File: config.mk
export PLATFORM = sky130hd
export DESIGN_NAME = neuron_accumulator
export DESIGN_NICKNAME = d
export VERILOG_FILES = /design/src/rtl/nn_fixed_pkg.sv /design/src/rtl/sm_saturate.sv /design/src/rtl/neuron_accumulator.sv
export SDC_FILE = /design/constraint.sdc
export NUM_CORES = 1
export LEC_CHECK = 0
export CELL_PAD_IN_SITES_DETAIL_PLACEMENT = 0
export CELL_PAD_IN_SITES_GLOBAL_PLACEMENT = 1
export CORE_ASPECT_RATIO = 0.5
export CORE_MARGIN = 5
export CORE_UTILIZATION = 47
export CTS_CLUSTER_DIAMETER = 100
export DETAILED_ROUTE_END_ITERATION = 10
export GPL_ROUTABILITY_DRIVEN = 0
export PLACE_DENSITY = 0.82
export RECOVER_POWER = 50
export REMOVE_ABC_BUFFERS = 1
export SYNTH_ARGS = -nofsm -noshare
export SYNTH_HDL_FRONTEND = slang
export SYNTH_SLANG_ARGS = --single-unit
File: constraint.sdc
create_clock -name clk -period 5.35 [get_ports clk]
set_clock_uncertainty 0.05 [all_clocks]
set_input_delay 1.07 -clock clk [delete_from_list [all_inputs] [get_ports clk]]
set_output_delay 1.07 -clock clk [all_outputs]
set_load 0.02 [all_outputs]
File: src/rtl/nn_fixed_pkg.sv
// rtl/nn_fixed_pkg.sv - Q5.10 sign-magnitude constants, conversion helper and accumulator FSM states
package nn_fixed_pkg;

  localparam int INT_W  = 5;
  localparam int FRAC_W = 10;
  localparam int WORD_W = 16;
  localparam logic [WORD_W-2:0] SM_MAX_MAG = 15'h7FFF;

  typedef enum logic [1:0] {
    IDLE  = 2'd0,
    ACCUM = 2'd1,
    BIAS  = 2'd2,
    OUT   = 2'd3
  } acc_state_t;

  // Sign-magnitude word to a 17-bit two's-complement value; 16'h8000 maps to 0.
  function automatic logic signed [WORD_W:0] sm_to_tc(input logic [WORD_W-1:0] sm);
    logic signed [WORD_W:0] mag;
    mag = {2'b00, sm[WORD_W-2:0]};
    return sm[WORD_W-1] ? -mag : mag;
  endfunction

endpackage

File: src/rtl/sm_saturate.sv
// rtl/sm_saturate.sv - two's-complement accumulator to saturated Q5.10 sign-magnitude with optional ReLU
module sm_saturate
  import nn_fixed_pkg::*;
#(
  parameter int ACC_WIDTH = 28,
  parameter bit RELU_EN   = 1'b1
) (
  input  logic signed [ACC_WIDTH-1:0] acc,
  output logic        [WORD_W-1:0]    result,
  output logic                        sat
);

  logic                 neg;
  logic [ACC_WIDTH-1:0] mag;

  assign neg = acc[ACC_WIDTH-1];

  // The accumulator is sized so it never holds its most negative value, so negation is exact.
  assign mag = neg ? $unsigned(-acc) : $unsigned(acc);

  // ReLU first, then clamp magnitudes above 15 bits; a negative value always has nonzero magnitude.
  always_comb begin
    result = '0;
    sat    = 1'b0;
    if (RELU_EN && neg) begin
      result = '0;
      sat    = 1'b0;
    end else if (|mag[ACC_WIDTH-1:WORD_W-1]) begin
      result = {neg, SM_MAX_MAG};
      sat    = 1'b1;
    end else begin
      result = {neg, mag[WORD_W-2:0]};
      sat    = 1'b0;
    end
  end

endmodule

File: src/rtl/neuron_accumulator.sv
// rtl/neuron_accumulator.sv - sums NUM_INPUTS Q5.10 products plus bias into one saturated activation
module neuron_accumulator
  import nn_fixed_pkg::*;
#(
  parameter int NUM_INPUTS = 16,
  parameter int ACC_WIDTH  = 28,
  parameter bit RELU_EN    = 1'b1
) (
  input  logic              clk,
  input  logic              reset,
  input  logic              start,
  input  logic [WORD_W-1:0] bias,
  input  logic              in_valid,
  input  logic [WORD_W-1:0] in_data,
  output logic              busy,
  output logic              out_valid,
  output logic [WORD_W-1:0] out_data,
  output logic              sat
);

  localparam int CNT_W = $clog2(NUM_INPUTS + 1);
  localparam int EXT_W = ACC_WIDTH - WORD_W - 1;
  localparam logic [CNT_W-1:0] LAST_CNT = CNT_W'(NUM_INPUTS - 1);

  acc_state_t                  state;
  logic signed [ACC_WIDTH-1:0] acc;
  logic        [CNT_W-1:0]     count;
  logic        [WORD_W-1:0]    bias_reg;

  logic signed [WORD_W:0]      in_tc;
  logic signed [WORD_W:0]      bias_tc;
  logic signed [ACC_WIDTH-1:0] in_ext;
  logic signed [ACC_WIDTH-1:0] bias_ext;
  logic        [WORD_W-1:0]    act;
  logic                        act_sat;

  assign in_tc    = sm_to_tc(in_data);
  assign bias_tc  = sm_to_tc(bias_reg);
  assign in_ext   = {{EXT_W{in_tc[WORD_W]}}, in_tc};
  assign bias_ext = {{EXT_W{bias_tc[WORD_W]}}, bias_tc};

  sm_saturate #(
    .ACC_WIDTH (ACC_WIDTH),
    .RELU_EN   (RELU_EN)
  ) u_sm_saturate (
    .acc    (acc),
    .result (act),
    .sat    (act_sat)
  );

  // Sequencer: start -> accumulate products -> add bias -> register the activation.
  // busy stays high through the out_valid cycle, so a start landing there is ignored.
  always_ff @(posedge clk or posedge reset) begin
    if (reset) begin
      state     <= IDLE;
      acc       <= '0;
      count     <= '0;
      bias_reg  <= '0;
      busy      <= 1'b0;
      out_valid <= 1'b0;
      out_data  <= '0;
      sat       <= 1'b0;
    end else begin
      case (state)
        IDLE: begin
          out_valid <= 1'b0;
          sat       <= 1'b0;
          if (busy) begin
            busy <= 1'b0;
          end else if (start) begin
            acc      <= '0;
            count    <= '0;
            bias_reg <= bias;
            busy     <= 1'b1;
            state    <= ACCUM;
          end
        end
        ACCUM: begin
          if (in_valid) begin
            acc   <= acc + in_ext;
            count <= count + 1'b1;
            if (count == LAST_CNT) begin
              state <= BIAS;
            end
          end
        end
        BIAS: begin
          acc   <= acc + bias_ext;
          state <= OUT;
        end
        OUT: begin
          out_data  <= act;
          sat       <= act_sat;
          out_valid <= 1'b1;
          state     <= IDLE;
        end
        default: state <= IDLE;
      endcase
    end
  end

endmodule

* Word-level counts from Yosys, hierarchy flattened
Index checks and enable logic that the tools add are counted.
Storage, ports and cells: register bits after elaboration 70, input port bits 36, output and inout port bits 19, logic and storage cells 56
Cells by class: add/sub/neg operators 6, eq/ne operators 8, multiplexer cells 24, bitwise operators 1, reduce and logical (&&, ||, !) cells 9
Operator list (count):
- $mux 28 | 4
- $pmux 28 s3 | 1
- $add 28x17->28 | 2
- $mux 17 | 2
- $neg 15->17 | 2
- $mux 15 | 2
- $neg 28->28 | 1
- $mux 5 | 3
- $reduce_or 13->1 | 1
- $reduce_and 4->1 | 3
- $pmux 5 s2 | 1
- $mux 2 | 4
- $ne 2x2->1 const B | 4
- $pmux 2 s4 | 1
- $add 5x1->5 const B | 1
- $eq 5x4->1 const B | 1
- $eq 2x2->1 const B | 2
- $mux 1 | 4
- $pmux 1 s2 | 2
- $reduce_bool 2->1 | 2
- $reduce_and 3->1 | 1
- $reduce_bool 3->1 | 1
- $eq 2x1->1 const B | 1
- $logic_not 2->1 | 1
- $not 1->1 | 1

* Logic depth before layout (Yosys ltp)
depth after elaboration 6, depth in mapped cells 16, gate-level depth less buffers 16

* Modules after synthesis
A second synthesis with hierarchy kept.
Second synthesis, totals: cell total of the unflattened synthesis 623, area, all modules 5482.8 µm²
Modules (own cells, without submodules):
- neuron_accumulator | times used 1, cells each 528, area an instance 4897.2 µm², seq. area each 1751.7 µm²
- sm_saturate | times used 1, cells each 95, area an instance 585.6 µm², seq. area each 0.0 µm²

* Least setup slack after synthesis
No wires, ideal clock.
path kind input -> register, from input in_data[0], to register acc[26], setup time 122 ps, data arrival time 4022 ps, required time 5178 ps, setup slack 1157 ps, stages on the path 15, path buffers 0, cells stage by stage inv_1 > ha_1 > nor4b_1 > nand4_1 > a21boi_0 > or2_2 > inv_1 > ha_1 > nand3_1 > or3_1 > o211ai_1 > a31o_2 > o21ai_1 > a31o_2 > a32o_1
Between the ends: cells in the longest elaborated chain, start to end 5
RTL lines:
- from (decl) | RTL line neuron_accumulator.sv:14 | input logic [WORD_W-1:0] in_data,
- $neg 15->17 | RTL line nn_fixed_pkg.sv:20 | return sm[WORD_W-1] ? -mag : mag;
- $mux 17 * | RTL line nn_fixed_pkg.sv:20
- $add 28x17->28 * | RTL line neuron_accumulator.sv:80 | acc <= acc + in_ext;
- $mux 28 * | RTL line neuron_accumulator.sv:79 | if (in_valid) begin
- $pmux 28 s3 * | RTL line neuron_accumulator.sv:64 | case (state)
- to (signal assigned) | RTL line neuron_accumulator.sv:80
- to (signal assigned) | RTL line neuron_accumulator.sv:88 | acc <= acc + bias_ext;
- to (decl) | RTL line neuron_accumulator.sv:26 | logic signed [ACC_WIDTH-1:0] acc;
Mark *: on every way between the ends. The rest lies on a longest branch, timed or not. The select of a mux whose other input is x is not followed. A chain may end at the register's enable or synchronous reset.

* Final worst setup path
Ends and elaborated chain as after synthesis.

==> flow_metrics.tcl <==
set metrics [dict create \
    grt_overflow_total 0 \
    final_cell_area_sq_mm 0.006427 \
    synthDistinctLibCells 62 \
    postPlaceCellArea_sq_mm 0.006103 \
    cts_inserted_buffers 9 \
    io_pins 55 \
    drv_cap 1 \
    hpwl_microns 11020 \
    finalWirelength_microns 14570 \
    grt_pass1_wl_microns 24530 \
    grt_busiest_layer "met2" \
    reg2reg_slack_ns 1.21 \
    synth-seq-cells 69 \
    post_cts_resized 0 \
    clk_pin_slew_ns 0.06 \
    utilization_pct 57.65 \
    grt_max_degree 38 \
    largest_register_ffs 28 \
    fin_cells 847 \
    synth_edf_count 0 \
    critPathBufInv 4 \
    hold_viol 0 \
    crit_cells 17 \
    avgSynthCellArea_sq_um 8.405 \
    cts_hold_buf 0 \
    post_drt_wl_per_cell_microns 17.20 \
    drt_iter0_drc 364 \
    synth_cells 647 \
    rsz0062_at_grt "false" \
    final_cell_mix "nand2_1, dfrtp_1, o21ai_0" \
    grt_usage_pct 21.92 \
    htreeDepth 3 \
    r2r-start "state[0]" \
    grt_pass1_vias 4777 \
    first_pass_iters 4 \
    fin_crit_ns 4.895 \
    final_nets 773 \
    grtUsageMet2_pct 33.78 \
    fmax_mhz 204.3 \
    r2r_cells 15 \
    cts_tree "done" \
    cp-start-kind "primary input" \
    clk_path_buf_depth 2 \
    layout_commonest_cell "nand2_1" \
    crit_start "in_data[0]" \
    die_y_microns 86.06 \
    clkLatencyLatePin_ns 0.34 \
    antenna_left 0 \
    die_w_microns 162.1 \
    setup.worst_path.class "in2reg" \
    antenna_cells 0 \
    cp_cell_sequence "clkdlybuf4s50_1 > inv_1 > ha_1 > nor4b_1 > buf_4 > nand4_1 > a21boi_0 > or2_2 > inv_1 > ha_1 > nand3_1 > or3_1 > o211ai_1 > a31o_2 > o21ai_1 > a31o_2 > a32o_1" \
    clock-sinks 69 \
    drc 0 \
    dieArea_sq_mm 0.01395 \
    leakage_uw 0.002788 \
    worstReg2RegEnd "acc[26]" \
    yosysSeqAreaShare_pct 31.75 \
    min_path_type "reg2reg" \
    cpMaxStageDelayCell "clkdlybuf4s50_1" \
    synth_area_sq_mm 0.005438 \
    vias_per_cell 5.767 \
    grt.met3_usage_pct 4.033 \
    slew_violations 38 \
    critPathMaxFanout 8 \
    worst_pin_slew_ns 2.026 \
    required_ns 5.52 \
    post-place-ws_ns 0.1523 \
    vias 4885 \
    ir_drop_uv 276.8 \
    setup_tns_ns 0 \
    synth_flop_cell "dfrtp_1" \
    setup_viol 0 \
    synthArstFlopShare_pct 100.0 \
    status "complete, but fails checks" \
    antenna_found_initial 0 \
    period_share_pct 91.49 \
    placementRows 27 \
    violations "max-capacitance violations, max-slew violations" \
    yosysWarningCount 0 \
    max_stage_delay_ns 0.48 \
    slew_headroom_pct -35.08 \
    initial_core_util_pct 48.78 \
    numPortBuffers 53 \
    cp-endpoint "acc[26]" \
    post-cts-setup-buffer-count 0 \
    path_delay_family "compound AO/OA/AOI/OAI gates" \
    syn2layout_area_growth_pct 18.20 \
    setup.worst_path.end_class "flip-flop" \
    cts-root-buf "clkbuf_16" \
    core_sq_mm 0.01115 \
    drive_gt1_share_pct 8.832 \
    crit_arrival_ns 5.07 \
    dp.cells 831 \
    power_density_mw_per_mm2 763.2 \
    finalWorstSetupSlack_ns 0.4553 \
    grtUsageMet1_pct 31.82 \
]
[cell usage after synthesis (all sizes together), types with 3 or more instances]
library cell  number  share of area [%]
nand2             71                4.9
dfrtp             69                 32
o21ai             53                4.9
nor2              50                3.7
a21oi             39                3.6
ha                39                9.0
inv               39                2.7
nor3              24                2.2
xor2              24                3.9
xnor2             22                3.5
clkbuf            19                1.3
mux2              17                3.5
o22ai             17                2.0
nand3             16                1.5
nand2b            10                1.2
mux2i              9                1.7
nor4               9                1.5
o211ai             8                1.1
o31ai              8                1.1
a21o               7               0.97
buf                7                1.3
nand4              7               0.81
nor2b              7               0.81
nor4b              5               0.81
a211oi             4               0.55
a22o               4               0.64
a31oi              4               0.46
and2               4               0.46
and3               4               0.46
nor3b              4               0.55
or3                4               0.46
or4                4               0.55
a21boi             3               0.41
a31o               3               0.48
a32o               3               0.55
and4               3               0.51
o2111ai            3               0.48
or2                3               0.35
[stage by stage]
stage | total power [uW] | hold WS (ns)
2_1_floorplan | 3298 | 0.3857
3_3_place_gp | 4178 | 0.4156
3_5_place_dp | 4211 | 0.4229
4_1_cts | 4919 | 0.4349
5_1_grt | 5352 | 0.4671
6_report | 4906 | 0.4335
[worst min path at each step]
stage	to	startpoint	cells past startpoint	slack, ns
after floorplan	count[3]	count[3]	1	0.39
after global placement	count[3]	count[3]	1	0.42
after detailed placement	count[4]	count[4]	2	0.42
after CTS	count[3]	count[3]	1	0.43
after global routing	count[3]	count[3]	1	0.47
final	count[4]	count[4]	2	0.43
[cells by family (layout without fill, tap and decap cells)]
| kind of cell | count (synthesis) | in the layout | share of synthesized area, % |
|---|---|---|---|
| simple gates | 227 | 227 | 21.05 |
| other cells | 1 | 1 | 0.06896 |
| flops | 69 | 69 | 31.75 |
| mux | 26 | 26 | 5.177 |
| buf+inv | 65 | 120 | 5.269 |
| fa+ha+maj | 40 | 40 | 9.342 |
| xor+xnor | 46 | 46 | 7.409 |
| compound gates | 173 | 173 | 19.93 |
[layer usage]
metal  up-vias  wire length [microns]
met2        96                   6133
li1       2446                      -
met5         -                      0
met4         0                    154
met1      2329                   7626
met3        14                    657
[final cells by class]
| class | count | area, sq um |
|---|---|---|
| Clock buffer | 13 | 260.3 |
| Timing Repair Buffer | 65 | 616.8 |
| Tap cell | 145 | 181.4 |
| Clock inverter | 3 | 67.56 |
| Multi-Input combinational cell | 513 | 3428 |
| Fill cell | 1040 | 4721 |
| Inverter | 39 | 146.4 |
| Sequential cell | 69 | 1727 |
[worst register-to-register path: stages (launching register included)]
cell	delay [ns]
dfrtp_1	0.41
inv_1	0.11
ha_1	0.52
buf_4	0.36
nand2_1	0.09
o21ai_0	0.16
ha_1	0.25
inv_1	0.06
fa_1	0.38
nand2b_1	0.22
a21oi_1	0.24
o21ai_0	0.31
a21oi_1	0.32
o21ai_1	0.11
a31o_2	0.20
a32o_1	0.25
[report_power, final]
group	total (uW)	leakage (uW)	internal [uW]	switching (uW)
sequential	1110	0.000861	782	327
clock	671	0.000156	434	236
combinational	3130	0.00177	1320	1810
total	4910	0.00279	2530	2370
No activity file was read; power rests on OpenSTA's default activity.
